[src/rtl/pattern_tx.sv]
// pattern_tx: serialises a captured bit pattern MSB first, repeating it
// (repeat_n + 1) times with a single idle GAP cycle between sends, and
// finishes with a one-cycle DONE pulse. The serial stream (x, valid) feeds a
// sequence-detector FSM.
//
// Request handshake: start is a level request that is looked at only while
// the FSM sits in IDLE; the rising edge on which IDLE sees start=1 is the
// acceptance edge, and pattern/repeat_n are captured on that same edge.
// There is no separate ready: busy=1 (SHIFT/GAP) or done=1 (DONE) means a
// request is not being accepted, and start is simply ignored in those states.
//
// The repeat-count input is named repeat_n because "repeat" is a reserved
// word in SystemVerilog.
//
// All outputs are decoded from registers (state plus shift-register MSB), so
// there is no combinational path from start/pattern/repeat_n to any output.
module pattern_tx #(
  parameter int WIDTH = 8,  // pattern length in bits, 2..32
  parameter int REP_W = 3   // width of the repeat-count input
) (
  input  logic             CLK,
  input  logic             RESET,
  input  logic             start,
  input  logic [WIDTH-1:0] pattern,
  input  logic [REP_W-1:0] repeat_n,
  output logic             x,
  output logic             valid,
  output logic             busy,
  output logic             done,
  output logic [2:0]       S
);

  // Bit counter only has to reach WIDTH-1 (at most 31).
  localparam int CNT_W = $clog2(WIDTH);
  localparam logic [CNT_W-1:0] LAST_BIT = CNT_W'(WIDTH - 1);

  typedef enum logic [2:0] {
    ST_IDLE  = 3'b000,
    ST_SHIFT = 3'b001,
    ST_GAP   = 3'b010,
    ST_DONE  = 3'b011
  } state_t;

  state_t           state_q, state_d;
  logic [WIDTH-1:0] shift_q, shift_d;
  logic [WIDTH-1:0] hold_q,  hold_d;
  logic [CNT_W-1:0] bit_cnt_q, bit_cnt_d;
  logic [REP_W-1:0] rep_cnt_q, rep_cnt_d;

  // State and datapath registers; reset clears everything and wins over start.
  always_ff @(posedge CLK) begin
    if (RESET) begin
      state_q   <= ST_IDLE;
      shift_q   <= '0;
      hold_q    <= '0;
      bit_cnt_q <= '0;
      rep_cnt_q <= '0;
    end else begin
      state_q   <= state_d;
      shift_q   <= shift_d;
      hold_q    <= hold_d;
      bit_cnt_q <= bit_cnt_d;
      rep_cnt_q <= rep_cnt_d;
    end
  end

  // Next-state and datapath update rules for each state.
  always_comb begin
    state_d   = state_q;
    shift_d   = shift_q;
    hold_d    = hold_q;
    bit_cnt_d = bit_cnt_q;
    rep_cnt_d = rep_cnt_q;

    case (state_q)
      ST_IDLE: begin
        // Capture into both hold and shift registers so GAP can reload.
        if (start) begin
          state_d   = ST_SHIFT;
          hold_d    = pattern;
          shift_d   = pattern;
          bit_cnt_d = LAST_BIT;
          rep_cnt_d = repeat_n;
        end
      end

      ST_SHIFT: begin
        if (bit_cnt_q != '0) begin
          shift_d   = {shift_q[WIDTH-2:0], 1'b0};
          bit_cnt_d = bit_cnt_q - CNT_W'(1);
        end else if (rep_cnt_q == '0) begin
          state_d = ST_DONE;
        end else begin
          rep_cnt_d = rep_cnt_q - REP_W'(1);
          state_d   = ST_GAP;
        end
      end

      ST_GAP: begin
        // One idle bit time, then restart the same pattern.
        shift_d   = hold_q;
        bit_cnt_d = LAST_BIT;
        state_d   = ST_SHIFT;
      end

      ST_DONE: begin
        state_d = ST_IDLE;
      end

      // Codes 100-111 are unreachable; recover to IDLE if ever entered.
      default: begin
        state_d = ST_IDLE;
      end
    endcase
  end

  // Output decode from registered state and the shift-register MSB.
  always_comb begin
    valid = (state_q == ST_SHIFT);
    x     = (state_q == ST_SHIFT) && shift_q[WIDTH-1];
    busy  = (state_q == ST_SHIFT) || (state_q == ST_GAP);
    done  = (state_q == ST_DONE);
    S     = state_q;
  end

endmodule

[config.mk]
export PLATFORM = sky130hd
export DESIGN_NAME = pattern_tx
export DESIGN_NICKNAME = d
export VERILOG_FILES = /design/src/rtl/pattern_tx.sv
export SDC_FILE = /design/constraint.sdc
export NUM_CORES = 1
export LEC_CHECK = 0
export CORE_ASPECT_RATIO = 0.6
export CORE_MARGIN = 2
export CORE_UTILIZATION = 45
export CTS_BUF_LIST = sky130_fd_sc_hd__clkbuf_2 sky130_fd_sc_hd__clkbuf_4 sky130_fd_sc_hd__clkbuf_8
export CTS_CLUSTER_DIAMETER = 60
export DETAILED_ROUTE_END_ITERATION = 8
export PLACE_DENSITY = 0.67
export SLEW_MARGIN = 20
export SYNTH_ARGS = -nofsm -noshare
export SYNTH_HDL_FRONTEND = slang
export SYNTH_SLANG_ARGS = --single-unit
[constraint.sdc]
create_clock -name CLK -period 2.2 [get_ports CLK]
set_clock_uncertainty 0.15 [all_clocks]
set_input_delay 0.33 -clock CLK [delete_from_list [all_inputs] [get_ports CLK]]
set_output_delay 0.33 -clock CLK [all_outputs]
set_load 0.01 [all_outputs]
==> results.json, run 1 <==
{
  "grt_use_total": 0.196,
  "die_area_um2": 3430,
  "clk_pin_slew_ns": 0.08,
  "wl_per_cell_um": 14.4,
  "leakage_nw": 0.665,
  "syn_nets": 180,
  "ir_worst_vdd_uv": 653,
  "nets": 201,
  "vias": 1181,
  "holdBufCountCts": 0,
  "synth_area_per_cell_um2": 8.56,
  "p_total_mw": 2.27,
  "critPathMaxFanout": 7,
  "dr.pass1.iters": 4,
  "ios": 21,
  "ant_nets": 0,
  "max_cap_viol_count": 0,
  "synth_top_area_frac": 0.360,
  "clk_latency_ns": 0.27,
  "arrival_ns": 1.63,
  "syn2layout_area_growth_pct": 21.5,
  "synth_top_area_cell": "dfxtp_1",
  "cts_made_buffers": 3,
  "dp_hpwl_mm": 2.21,
  "syn_inst": 156,
  "worstHoldPathType": "flop to flop",
  "yosysWarningCount": 0,
  "dpl_worst_slack_ns": 0.185,
  "portBuffers": 19,
  "grt_pass1_vias": 1083,
  "grt_overflow_total": 0,
  "diodes": 0,
  "finalWirelength_mm": 3.14,
  "fmax_ghz": 0.473,
  "die_width_um": 74.3,
  "fill_cells": 285,
  "drc_errors": 0,
  "setup_viol": 0,
  "crit_type": "flop to output pin",
  "drtIter0Drc": 68,
  "finalHoldViolations": 0,
  "status": "completed",
  "initial_core_util": 0.468,
  "root_buffer": "clkbuf_8",
  "fin_crit_ns": 2.11,
  "die_y_um": 46.2,
  "post-route-period-util": 0.961,
  "cts_setup_buffers": 0,
  "cts-htree-levels": 1,
  "ys_ff_latch": 24,
  "core_um2": 2850,
  "synth_area_um2": 1340,
  "gp_congestion": 0.754,
  "antenna_found_initial": 0,
  "maxSlewViolCount": 0,
  "synthTopCellsByArea": "dfxtp_1, ha_1, a21oi_1, mux2i_1, nor2_1",
  "cp-start-kind": "flop",
  "power-per-cell-area_nw_per_um2": 1400,
  "seq_area_frac_synth": 0.360,
  "grt_max_degree": 18,
  "finalSetupTns_ns": 0,
  "setup_slack_ns": 0.0867,
  "cts_tree": "built",
  "required_ns": 1.72,
  "grt_setup_unrepaired": "false",
  "rows": 15,
  "cts_sinks": 24,
  "ys_types": 35,
  "grt_pass1_wl_mm": 5.02,
  "cp-end-kind": "output pin",
  "routed_via_density": 5.44,
  "drive_above_1_share": 0.120,
  "clk_path_buf_depth": 2
}
## cells by family (layout without fill, tap and decap cells)
group	count (synthesis)	count (layout)	share of synthesized area
and+or+nand+nor	52	52	0.187
buffers and inverters	19	38	0.0675
muxes	10	10	0.0759
other	1	1	0.00281
adders and majority gates	10	10	0.0937
DFF	24	24	0.360
AOI/OAI and AO/OA	40	40	0.214
## cells in the mapped netlist
library cell,count
nor3_2,1
o21a_1,1
o21ai_0,1
a21oi_1,18
a41o_1,1
buf_2,3
a21oi_2,2
a21bo_2,1
mux2i_1,9
a211oi_1,1
mux2_2,1
o41ai_1,1
or2_2,1
dfxtp_1,24
a21o_1,1
nor2b_4,1
nand4bb_1,1
nand2b_1,3
a22oi_1,7
clkbuf_1,5
inv_1,8
ha_1,10
nand3b_1,1
conb_1,1
a311o_1,1
a311oi_1,3
buf_6,1
a31oi_1,1
a311oi_4,1
nand3_1,10
and2_1,1
nand2_1,12
nor3_1,1
buf_4,2
nor2_1,20
## per-stage QoR
step | std cells | hold WS (ns) | util | cell area, µm²
6_report | 217 | 0.306 | 0.568 | 1620
5_1_grt | 217 | 0.319 | 0.568 | 1620
4_1_cts | 217 | 0.307 | 0.568 | 1620
3_5_place_dp | 214 | 0.295 | 0.553 | 1580
3_3_place_gp | 214 | 0.280 | 0.553 | 1580
2_1_floorplan | 156 | 0.271 | - | 1340
## metal layers
| layer | up-vias | wire length (µm) | global-route usage |
|---|---|---|---|
| met3 | 2 | 203 | 0.0547 |
| met2 | 42 | 1330 | 0.309 |
| met1 | 554 | 1590 | 0.272 |
| met4 | 0 | 8 | 0.0357 |
| li1 | 583 | - | - |
| met5 | - | 0 | 0 |
## power by group
group	internal, mW	switching, mW
registers	0.592	0.103
clock network	0.123	0.142
logic	0.590	0.716
## flip-flops by register name, indices dropped and copies added (netlist names)
register and flops:
rep_cnt_q 3, S 2, shift_q 8, bit_cnt_q 3, hold_q 8
## final cells by class
class	count	area, µm²	share of cell area
Multi-Input combinational cell	113	764	0.471
Sequential cell	24	483	0.298
Timing Repair Buffer	27	250	0.154
Tap cell	42	52.6	0.0324
Clock buffer	3	41.3	0.0255
Inverter	8	30.0	0.0185
## final timing paths
check	from	end	slack, ns	cells past startpoint
max	S[0]	busy	0.09	3
min	rep_cnt_q[0]	rep_cnt_q[0]	0.31	1
max reg2reg	S[1]	rep_cnt_q[0]	0.26	6
min reg2reg	rep_cnt_q[0]	rep_cnt_q[0]	0.31	1
## worst max-delay path: stages (launching register included)
cell             delay, ns
dfxtp_2               0.41
inv_1                 0.08
ha_1                  0.33
clkdlybuf4s50_1       0.55
## cells in the final DEF, fill, tap and decap left out, types with 2 or more instances in the layout
cell type	n
a311oi_1	3
clkdlybuf4s50_1	19
a21oi_2	2
dfxtp_1	22
a22oi_1	7
nand2b_1	3
a21oi_1	18
buf_4	8
nor2_1	20
dfxtp_2	2
nand2_1	12
nand3_1	10
mux2i_1	9
inv_1	8
clkbuf_8	3
ha_1	10
## timing repair
item	CTS	global route
resized for setup	1	1
setup endpoints to repair	1	3
gates cloned	0	0
pin swaps	0	0
Power figures use the tool's default switching activity.
==> run 2, diff against run 1 <==
- RECOVER_POWER: default -> 50
==> run 2 against run 1 <==
Die area did not move. Global-route usage did not move. Design area fell by 0.62%. Clock power barely moved. Routed wire length rose by 1.7%. Combinational power barely moved. Critical path type unchanged.
==> results.json, run 2 (same netlist as run 1, synthesis figures left out) <==
{
  "status": "completed",
  "cts_made_buffers": 3,
  "worstHoldPathType": "flop to flop",
  "initial_core_util": 0.468,
  "die_area_um2": 3430,
  "clk_path_buf_depth": 2,
  "power_frac_comb": 0.573,
  "gp_congestion": 0.754,
  "critPathBufInv": 2,
  "cp-start-kind": "flop",
  "max_cap_viol_count": 0,
  "power_frac_seq": 0.310,
  "cts_sinks": 24,
  "setup_viol": 0,
  "ir_worst_vdd_uv": 632,
  "slowest_delay_ns": 0.55,
  "vias": 1211,
  "dp_hpwl_mm": 2.21,
  "critPathMaxFanout": 7,
  "crit_type": "flop to output pin",
  "cts_tree": "built",
  "nets": 201,
  "drtIter0Drc": 61,
  "p_clk_frac": 0.118,
  "path_delay_family": "buffers and inverters",
  "clk_latency_ns": 0.27,
  "final_common_cell": "dfxtp_1",
  "grt_setup_unrepaired": "false",
  "cp-end-kind": "output pin",
  "cts-htree-levels": 1,
  "drc_errors": 0,
  "arrival_ns": 1.63,
  "wl_per_cell_um": 14.7,
  "syn2layout_area_growth_pct": 20.7,
  "finalWirelength_mm": 3.19,
  "grt_use_total": 0.196,
  "required_ns": 1.72,
  "register_area_um2": 483,
  "drive_above_1_share": 0.120,
  "root_buffer": "clkbuf_8",
  "final_cell_mix": "dfxtp_1, nor2_1, a21oi_1",
  "die_width_um": 74.3,
  "leakage_nw": 0.663,
  "power-per-cell-area_nw_per_um2": 1390,
  "finalSetupTns_ns": 0,
  "finalHoldViolations": 0,
  "grt_overflow_total": 0,
  "internal-power_mw": 1.28,
  "grt_max_degree": 18,
  "rows": 15,
  "portBuffers": 19,
  "switching_share": 0.430,
  "die_y_um": 46.2,
  "cp_cell_sequence": "inv_1 -> ha_1 -> clkdlybuf4s50_1",
  "slowest_stage": "clkdlybuf4s50_1",
  "reg.largest.list": "hold_q (8), shift_q (8)",
  "p_sw_mw": 0.964,
  "fin_crit_ns": 2.11,
  "diodes": 0,
  "grt_pass1_wl_mm": 5.02,
  "antenna_found_initial": 0,
  "routed_via_density": 5.58,
  "maxSlewViolCount": 0,
  "ff2ff_setup_slack_ns": 0.17,
  "multi_input_area_um2": 759,
  "clk_pin_slew_ns": 0.09,
  "ant_nets": 0,
  "fill_cells": 287,
  "post-route-period-util": 0.958,
  "core_um2": 2850,
  "fmax_ghz": 0.474,
  "timing.hold.ws_ns": 0.306,
  "grt_pass1_vias": 1083,
  "ios": 21,
  "dr.pass1.iters": 4
}
==> run 2: cell types whose count changed in the layout (fill, tap and decap cells not counted), sizes merged <==
cell / delta
buf: -2
clkbuf: +2
clkdlybuf4s50: -2
dlygate4sd3: +2
==> run 2: power by group through the flow <==
stage	Clock [mW]	Sequential, mW	Combinational, mW
global placement	0	0.690	1.25
floorplan	0	0.678	0.923
finish	0.264	0.694	1.28
CTS	0.274	0.691	1.30
detailed placement	0	0.695	1.29
global route	0.282	0.710	1.42
==> run 2: path summary, 6_finish.rpt <==
kind                                   start           end  cells after the start
worst min-delay path            rep_cnt_q[0]  rep_cnt_q[0]                      1
worst max register to register          S[0]    shift_q[0]                      7
worst min register to register  rep_cnt_q[0]  rep_cnt_q[0]                      1
worst max-delay path                    S[0]          busy                      3
==> run 2: area by class of cell <==
| cell class | count | share of cell area |
|---|---|---|
| inverter | 8 | 0.0186 |
| multi-input combinational | 113 | 0.471 |
| timing repair buffer | 27 | 0.152 |
| clock buffer | 3 | 0.0256 |
| sequential | 24 | 0.300 |
| tap | 42 | 0.0326 |
==> run 2: through the flow <==
step           setup slack, ns  cells   util  cell area, µm²  total power, mW
6_report                0.0922    217  0.565            1610             2.24
5_1_grt                 0.0341    217  0.565            1610             2.41
4_1_cts                0.00477    217  0.568            1620             2.26
3_5_place_dp             0.185    214  0.553            1580             1.98
3_3_place_gp             0.279    214  0.553            1580             1.94
2_1_floorplan            0.259    156      -            1340             1.60
==> run 2: layer usage <==
layer	global-route usage	up-vias	share of wire
li1	-	587	-
met1	0.272	582	0.50
met2	0.309	40	0.43
met3	0.0547	2	0.072
met4	0.0357	0	0.0025
met5	0	-	0
==> run 2: repair_timing <==
item,CTS,global route
pin swaps,0,0
buffers inserted,0,0
setup endpoints to repair,1,3
hold buffers,0,0
resized for setup,1,1
cloned,0,0
